File: config.mk
export PLATFORM = sky130hd
export DESIGN_NAME = div_unit
export DESIGN_NICKNAME = d
export VERILOG_FILES = /design/src/rtl/div_unit.sv
export SDC_FILE = /design/constraint.sdc
export NUM_CORES = 1
export LEC_CHECK = 0
export ABC_CLOCK_PERIOD_IN_PS = 8800
export BUFFER_PORTS_ARGS = -buffer_cell sky130_fd_sc_hd__clkbuf_2
export CORE_ASPECT_RATIO = 1.1
export CORE_MARGIN = 2
export CORE_UTILIZATION = 53
export DETAILED_ROUTE_END_ITERATION = 8
export HOLD_SLACK_MARGIN = 0.08
export PLACE_DENSITY = 0.86
export SKIP_CTS_REPAIR_TIMING = 1
export SLEW_MARGIN = 20
export SYNTH_ARGS = -nofsm -noshare
export SYNTH_HDL_FRONTEND = slang
export SYNTH_SLANG_ARGS = --single-unit
export TNS_END_PERCENT = 50
File: constraint.sdc
create_clock -name clk -period 8.8 [get_ports clk]
set_input_delay 0.88 -clock clk [delete_from_list [all_inputs] [get_ports clk]]
set_output_delay 0.88 -clock clk [all_outputs]
set_load 0.05 [all_outputs]
File: src/rtl/div_unit.sv
// Iterative 32/32 restoring divider (DIV/DIVU), one quotient bit per clock.
// Optional build macro DIV_EARLY_OUT_EN: |dividend| < |divisor| finishes in one step.
module div_unit (
    input  logic        clk,
    input  logic        rst,
    input  logic        start_i,
    input  logic        annul_i,
    input  logic        signed_div_i,
    input  logic [31:0] opdata1_i,
    input  logic [31:0] opdata2_i,
    output logic [63:0] result_o,
    output logic        ready_o
);

    // state  | meaning
    // IDLE   | waiting for start_i
    // BYZERO | zero divisor (or early-out), result on next edge
    // ON     | 32 shift-subtract steps, then sign fix
    // END    | result valid, held while start_i stays high
    typedef enum logic [1:0] {S_IDLE, S_BYZERO, S_ON, S_END} state_t;

    state_t      r_state;
    state_t      w_next;
    logic [5:0]  r_cnt;
    logic [64:0] r_dividend;
    logic [31:0] r_divisor;
    logic        r_neg_q;
    logic        r_neg_r;
    logic        r_early;
    logic [63:0] r_result;

    logic [31:0] w_mag1;
    logic [31:0] w_mag2;
    logic        w_early;
    logic        w_accept;
    logic        w_done;
    logic        w_ge;
    logic [31:0] w_diff;
    logic [31:0] w_quot;
    logic [31:0] w_rem;
    logic [31:0] w_small;

    assign w_mag1   = (signed_div_i && opdata1_i[31]) ? -opdata1_i : opdata1_i;
    assign w_mag2   = (signed_div_i && opdata2_i[31]) ? -opdata2_i : opdata2_i;
    assign w_accept = start_i && !annul_i;
    assign w_done   = (r_cnt == 6'd32);

`ifdef DIV_EARLY_OUT_EN
    assign w_early = (w_mag1 < w_mag2);
`else
    assign w_early = 1'b0;
`endif

    // Partial remainder lives in [64:33]; [64:32] is it shifted with the next dividend bit.
    // A successful subtract always leaves less than the divisor, so 32 bits suffice.
    assign w_ge   = (r_dividend[64:32] >= {1'b0, r_divisor});
    assign w_diff = r_dividend[63:32] - r_divisor;

    assign w_quot  = r_neg_q ? -r_dividend[31:0]  : r_dividend[31:0];
    assign w_rem   = r_neg_r ? -r_dividend[64:33] : r_dividend[64:33];
    assign w_small = r_neg_r ? -r_dividend[32:1]  : r_dividend[32:1];

    always_ff @(posedge clk) begin
        if (rst) r_state <= S_IDLE;
        else     r_state <= w_next;
    end

    always_comb begin
        w_next = r_state;
        case (r_state)
            S_IDLE: begin
                if (w_accept) begin
                    if (opdata2_i == 32'd0 || w_early) w_next = S_BYZERO;
                    else                               w_next = S_ON;
                end
            end
            S_BYZERO: w_next = annul_i ? S_IDLE : S_END;
            S_ON: begin
                if (annul_i)     w_next = S_IDLE;
                else if (w_done) w_next = S_END;
            end
            S_END:    if (!start_i) w_next = S_IDLE;
            default:  w_next = S_IDLE;
        endcase
    end

    always_ff @(posedge clk) begin
        if (rst) begin
            r_cnt      <= 6'd0;
            r_dividend <= 65'd0;
            r_divisor  <= 32'd0;
            r_neg_q    <= 1'b0;
            r_neg_r    <= 1'b0;
            r_early    <= 1'b0;
            r_result   <= 64'd0;
        end else begin
            case (r_state)
                S_IDLE: begin
                    if (w_accept) begin
                        r_cnt      <= 6'd0;
                        r_dividend <= {32'd0, w_mag1, 1'b0};
                        r_divisor  <= w_mag2;
                        r_neg_q    <= signed_div_i && (opdata1_i[31] ^ opdata2_i[31]);
                        r_neg_r    <= signed_div_i && opdata1_i[31];
                        r_early    <= w_early && (opdata2_i != 32'd0);
                    end
                end
                S_BYZERO: begin
                    if (!annul_i && r_early) r_result <= {w_small, 32'd0};
                    else                     r_result <= 64'd0;
                end
                S_ON: begin
                    if (annul_i) begin
                        r_cnt    <= 6'd0;
                        r_result <= 64'd0;
                    end else if (!w_done) begin
                        if (w_ge) r_dividend <= {w_diff, r_dividend[31:0], 1'b1};
                        else      r_dividend <= {r_dividend[63:0], 1'b0};
                        r_cnt <= r_cnt + 6'd1;
                    end else begin
                        r_result <= {w_rem, w_quot};
                    end
                end
                S_END: begin
                    if (!start_i) begin
                        r_cnt    <= 6'd0;
                        r_result <= 64'd0;
                    end
                end
                default: r_result <= 64'd0;
            endcase
        end
    end

    assign result_o = r_result;
    assign ready_o  = (r_state == S_END);

endmodule
# Word level (Yosys, flattened, before mapping)
# Index checks and enable logic that the tools add are counted.
# word_totals
ff_bits,171
input_bits,69
out_inout_bits,65
word_cells,65
# op_classes
n_addsub,6
magnitude_cmp,1
n_eq_ne,10
muxes,25
n_bitwise,1
n_reduce_logical,15
# ops
op,count
$mux W65,4
$mux W64,3
$pmux W64 S3,1
$pmux W65 S2,1
$mux W32,4
$neg A32 Y32,4
$ge A33 B32 Y1,1
$logic_not A32 Y1,1
$sub A32 B32 Y32,1
$mux W6,4
$pmux W6 S3,1
$mux W2,6
$ne A2 B2 Y1 const B,4
$pmux W2 S4,1
$reduce_and A4 Y1,2
$add A6 B1 Y6 const B,1
$eq A6 B6 Y1 const B,1
$ne A3 B3 Y1 const B,2
$reduce_and A3 Y1,2
$reduce_bool A3 Y1,2
$eq A2 B2 Y1 const B,2
$logic_and A1 B1 Y1,4
$eq A2 B1 Y1 const B,1
$logic_not A2 Y1,1
4 further kinds,4

# Longest topological paths before layout
# logic_depth
depth_word,5
mapped_depth,14
depth_no_buf,13

# Worst setup path after synthesis
# No wires, ideal clock.
# synth_timing
path_type,register to register
from,reg r_dividend[33]
to,reg r_dividend[61]
setup_time_ns,0.130
arrival_ns,2.983
required_time_ns,8.670
setup_slack_ns,5.687
stages_incl_launch_ff,12
n_path_buf,2
synth_period_minus_slack_ns,3.113
path_cell_list,dfxtp_1 -> ha_1 -> nor2b_1 -> o2111ai_1 -> a2111oi_0 -> o31ai_1 -> a2111oi_0 -> nor3_1 -> clkbuf_1 -> clkbuf_1 -> a32oi_1 -> o31ai_1
# synth_between
elab_chain_len,5
elab_cells_between_ends,6
classes_between,add/sub (1); order compare (1); mux (4)
# synth_lines
item,line_no,source
"start, declared",25,logic [64:0] r_dividend;
"start signal, assigned",101,"r_dividend <= {32'd0, w_mag1, 1'b0};"
"start signal, assigned",117,"if (w_ge) r_dividend <= {w_diff, r_dividend[31:0], 1'b1};"
"start signal, assigned",118,"else r_dividend <= {r_dividend[63:0], 1'b0};"
$sub A32 B32 Y32 / $ge A33 B32 Y1 (equally long branches),"57, 56",
$mux W65 *,117,
$mux W65 *,116,end else if (!w_done) begin
$mux W65 *,113,if (annul_i) begin
$pmux W65 S2 *,97,case (r_state)
# Every way passes the cells marked *; elsewhere a longest branch is shown, timed or not. The select of a mux whose other input is x is not followed.
# A chain may end at the register's enable or synchronous reset.

# Final worst setup path
# layout_timing
from,reg r_dividend[33]
to,reg r_dividend[64]
# Same word-level chain as after synthesis.

==> metrics.md <==
| Metric | Value |
|---|---|
| Synth cell count leaders | `dfxtp_1, nand2_1, nor2_1, o21ai_0, xnor2_1` |
| # port buffers | `133` |
| Lkg Pwr | `4.89 nW` |
| Initial Util | `0.538` |
| Mapped Area | `10700 um^2` |
| Setup Slack @ Placement | `5.00 ns` |
| Status | `finished clean` |
| Period utilisation layout | `0.454` |
| Net Count, Synth | `1487` |
| Initial antenna violation count | `1` |
| Worst setup EP type | `flop` |
| Grt ovf | `0` |
| Pin count of the biggest net entering global routing | `65` |
| Layout net count | `1573` |
| Filler instances | `1686` |
| Maxcap violations | `0` |
| Largest fanout on the critical path | `47` |
| Reg area | `3420 um^2` |
| Worst-Margin Slew | `1.00 ns` |
| Post-synthesis register bit count | `171` |
| Min-Delay Path Class | `reg2reg` |
| Delay of the slowest cell on the worst path | `0.87 ns` |
| Final Wtd Congestion | `0.941` |
| Initial DRC Count | `1037` |
| Crit Path Class | `reg2reg` |
| FFs w/ async S/R, synth | `0` |
| P&R area growth vs syn | `13.1%` |
| Clock Root Buffer | `clkbuf_16` |
| Global-route wire length before repair | `45000 um` |
| Largest cells by area after synthesis | `dfxtp_1, xnor2_1, nand2_1` |
| Pre-antenna DRT Iters | `5` |
| Final Setup Violations | `0` |
| Synth cell types | `62` |
| Die ar. | `21200 um^2` |
| Vias post-DR | `10300` |
| Worst Skew | `0.00806 ns` |
| Post-DP HPWL | `20400 um` |
| Yosys top cell by area | `dfxtp_1` |
| Vias in the first global route | `8974` |
| Top-count cell post-synth | `dfxtp_1` |
| Pins over their slew limit | `0` |
| Share of layout cells above drive strength 1 | `0.134` |
| # IOs | `134` |
| Top-area cell type share of the netlist area | `0.321` |
| Post-synth EDFFs | `0` |
| Wirelength per Cell | `16.0 um` |
| Total power | `2.94 mW` |
| TritonCTS buffer count | `17` |
| Fmax | `0.250 GHz` |
| Startpoint Class | `flop` |
| Avg Inst Size Synth | `7.74 um^2` |
| Crit path required time | `9.09 ns` |
| CP Data Arrival Time | `4.29 ns` |
| Insertion delay to the later sink of the worst-skew pair | `0.43 ns` |
| Die Wd | `139 um` |
| H-Tree Depth | `4` |
| Diodes inserted | `0` |
| Total global-route track usage | `0.253` |
| Unrepaired setup endpoints after global routing | `no` |
| Clock buffer depth | `2` |
| Synth warnings | `0` |
| Max-slew headroom | `0.331` |
| Post-route DRC | `0` |
| Post-layout min period | `4.00 ns` |
| Setup WS post-layout | `4.80 ns` |
| Mapped Cells | `1376` |
| Multi-input gate area | `6740 um^2` |
| DRT Wirelength | `27600 um` |
| DIE HEIGHT | `153 um` |
| Clk slew on worst S/H paths | `0.07 ns` |
| Antenna viol nets, final | `0` |
| Final Hold Fails | `0` |
| P per Cell Area | `244 nW/um^2` |
| Placed Instance Area | `11500 um^2` |
| Clock sink total | `171` |
| Vias per inst | `5.95` |
| Post-route design area | `12000 um^2` |
| Setup TNS | `0 ns` |
| Critical-path cell list | `ha_1 -> nor2b_1 -> o2111ai_1 -> a2111oi_0 -> o31ai_1 -> a2111oi_0 -> nor3_2 -> buf_4 -> o21bai_1 -> o31ai_1 -> o21ai_0` |
| Row count | `54` |
| CTS tree | `built` |
| Core ar. | `19800 um^2` |
| VDD IR-drop max | `0.000200 V` |
| Crit-path slowest cell | `a2111oi_0` |
| Post-synth top flop | `dfxtp_1` |
| Sequential element share of the synthesized area | `0.321` |
-- stage by stage --
stage	hold slack (ns)	cells	utilization
6_report	0.456	1727	0.608
5_1_grt	0.468	1727	0.608
4_1_cts	0.455	1727	0.608
3_5_place_dp	0.448	1695	0.579
3_3_place_gp	0.442	1695	0.578
2_1_floorplan	0.432	1376	-
-- power by group --
group          switching [mW]  total [mW]  internal (mW)
Sequential             0.0962       0.946          0.850
Clock                   0.342       0.743          0.401
Combinational           0.785        1.25          0.466
-- flip-flops by register name (all words and copies together) (netlist names) --
register	cells
r_neg_r	1
r_divisor	32
result_o	64
r_neg_q	1
r_dividend	65
r_state	2
r_cnt	6
-- layout by cell type, fill, tap and decap left out, types with 7 or more instances in the layout --
cell       instances
buf_4             12
clkbuf_2         132
nor2b_1            7
a31oi_1           10
a211oi_1          30
xnor2_1          100
xor2_1            45
or4_1             11
a21oi_1           96
and3_1             8
nand2b_1          13
clkbuf_16         17
o31ai_1           29
a22oi_1           47
a21o_1            15
and2_1            11
nand2_1          157
nor3_1            22
dfxtp_1          171
o41ai_1           16
o211ai_1           7
nand3_1           12
a22o_1            25
nand4_1            9
or3_1             21
nor4_1            10
o21ai_0          108
inv_1             62
nor2_1           145
ha_1              41
-- final timing paths --
path	cells after the start	startpoint	slack, ns	endpoint
worst min-delay path	2	r_divisor[31]$_SDFFE_PP0P_	0.46	r_divisor[31]$_SDFFE_PP0P_
worst max-delay path	11	r_dividend[33]$_SDFFE_PP0P_	4.80	r_dividend[64]$_SDFFE_PP0P_
worst min register to register	2	r_divisor[31]$_SDFFE_PP0P_	0.46	r_divisor[31]$_SDFFE_PP0P_
worst max register to register	11	r_dividend[33]$_SDFFE_PP0P_	4.80	r_dividend[64]$_SDFFE_PP0P_
-- cells by family (layout without fill, tap and decap cells) --
kind of cell    after synthesis  in the layout  share of synthesized area
flops                       171            171                      0.321
fa+ha+maj                    42             42                     0.0500
buf+inv                     139            238                     0.0491
compound gates              427            427                      0.263
xor+xnor                    145            145                      0.119
simple gates                445            445                      0.191
mux                           7              7                    0.00670
-- worst max-delay path, delay by kind of cell (launching register included) --
kind	cells	cell delay, ns
fa+ha+maj	1	0.35
compound gates	7	2.50
buf+inv	1	0.31
simple gates	2	0.27
flops	1	0.42
-- cell type report --
type                            instances  share of cell area
Clock buffer                           18              0.0356
Clock inverter                         14              0.0126
Inverter                               62              0.0193
Multi-Input combinational cell       1066               0.560
Sequential cell                       171               0.284
Tap cell                              252              0.0262
Timing Repair Buffer                  144              0.0623
-- metal layers --
metal | vias to the layer above | wire (um) | global-route usage
li1 | 5111 | - | -
met1 | 4716 | 12800 | 0.369
met2 | 396 | 12000 | 0.385
met3 | 44 | 2300 | 0.0478
met4 | 2 | 474 | 0.0678
met5 | - | 11 | 0
No activity file was read; power rests on OpenSTA's default activity.
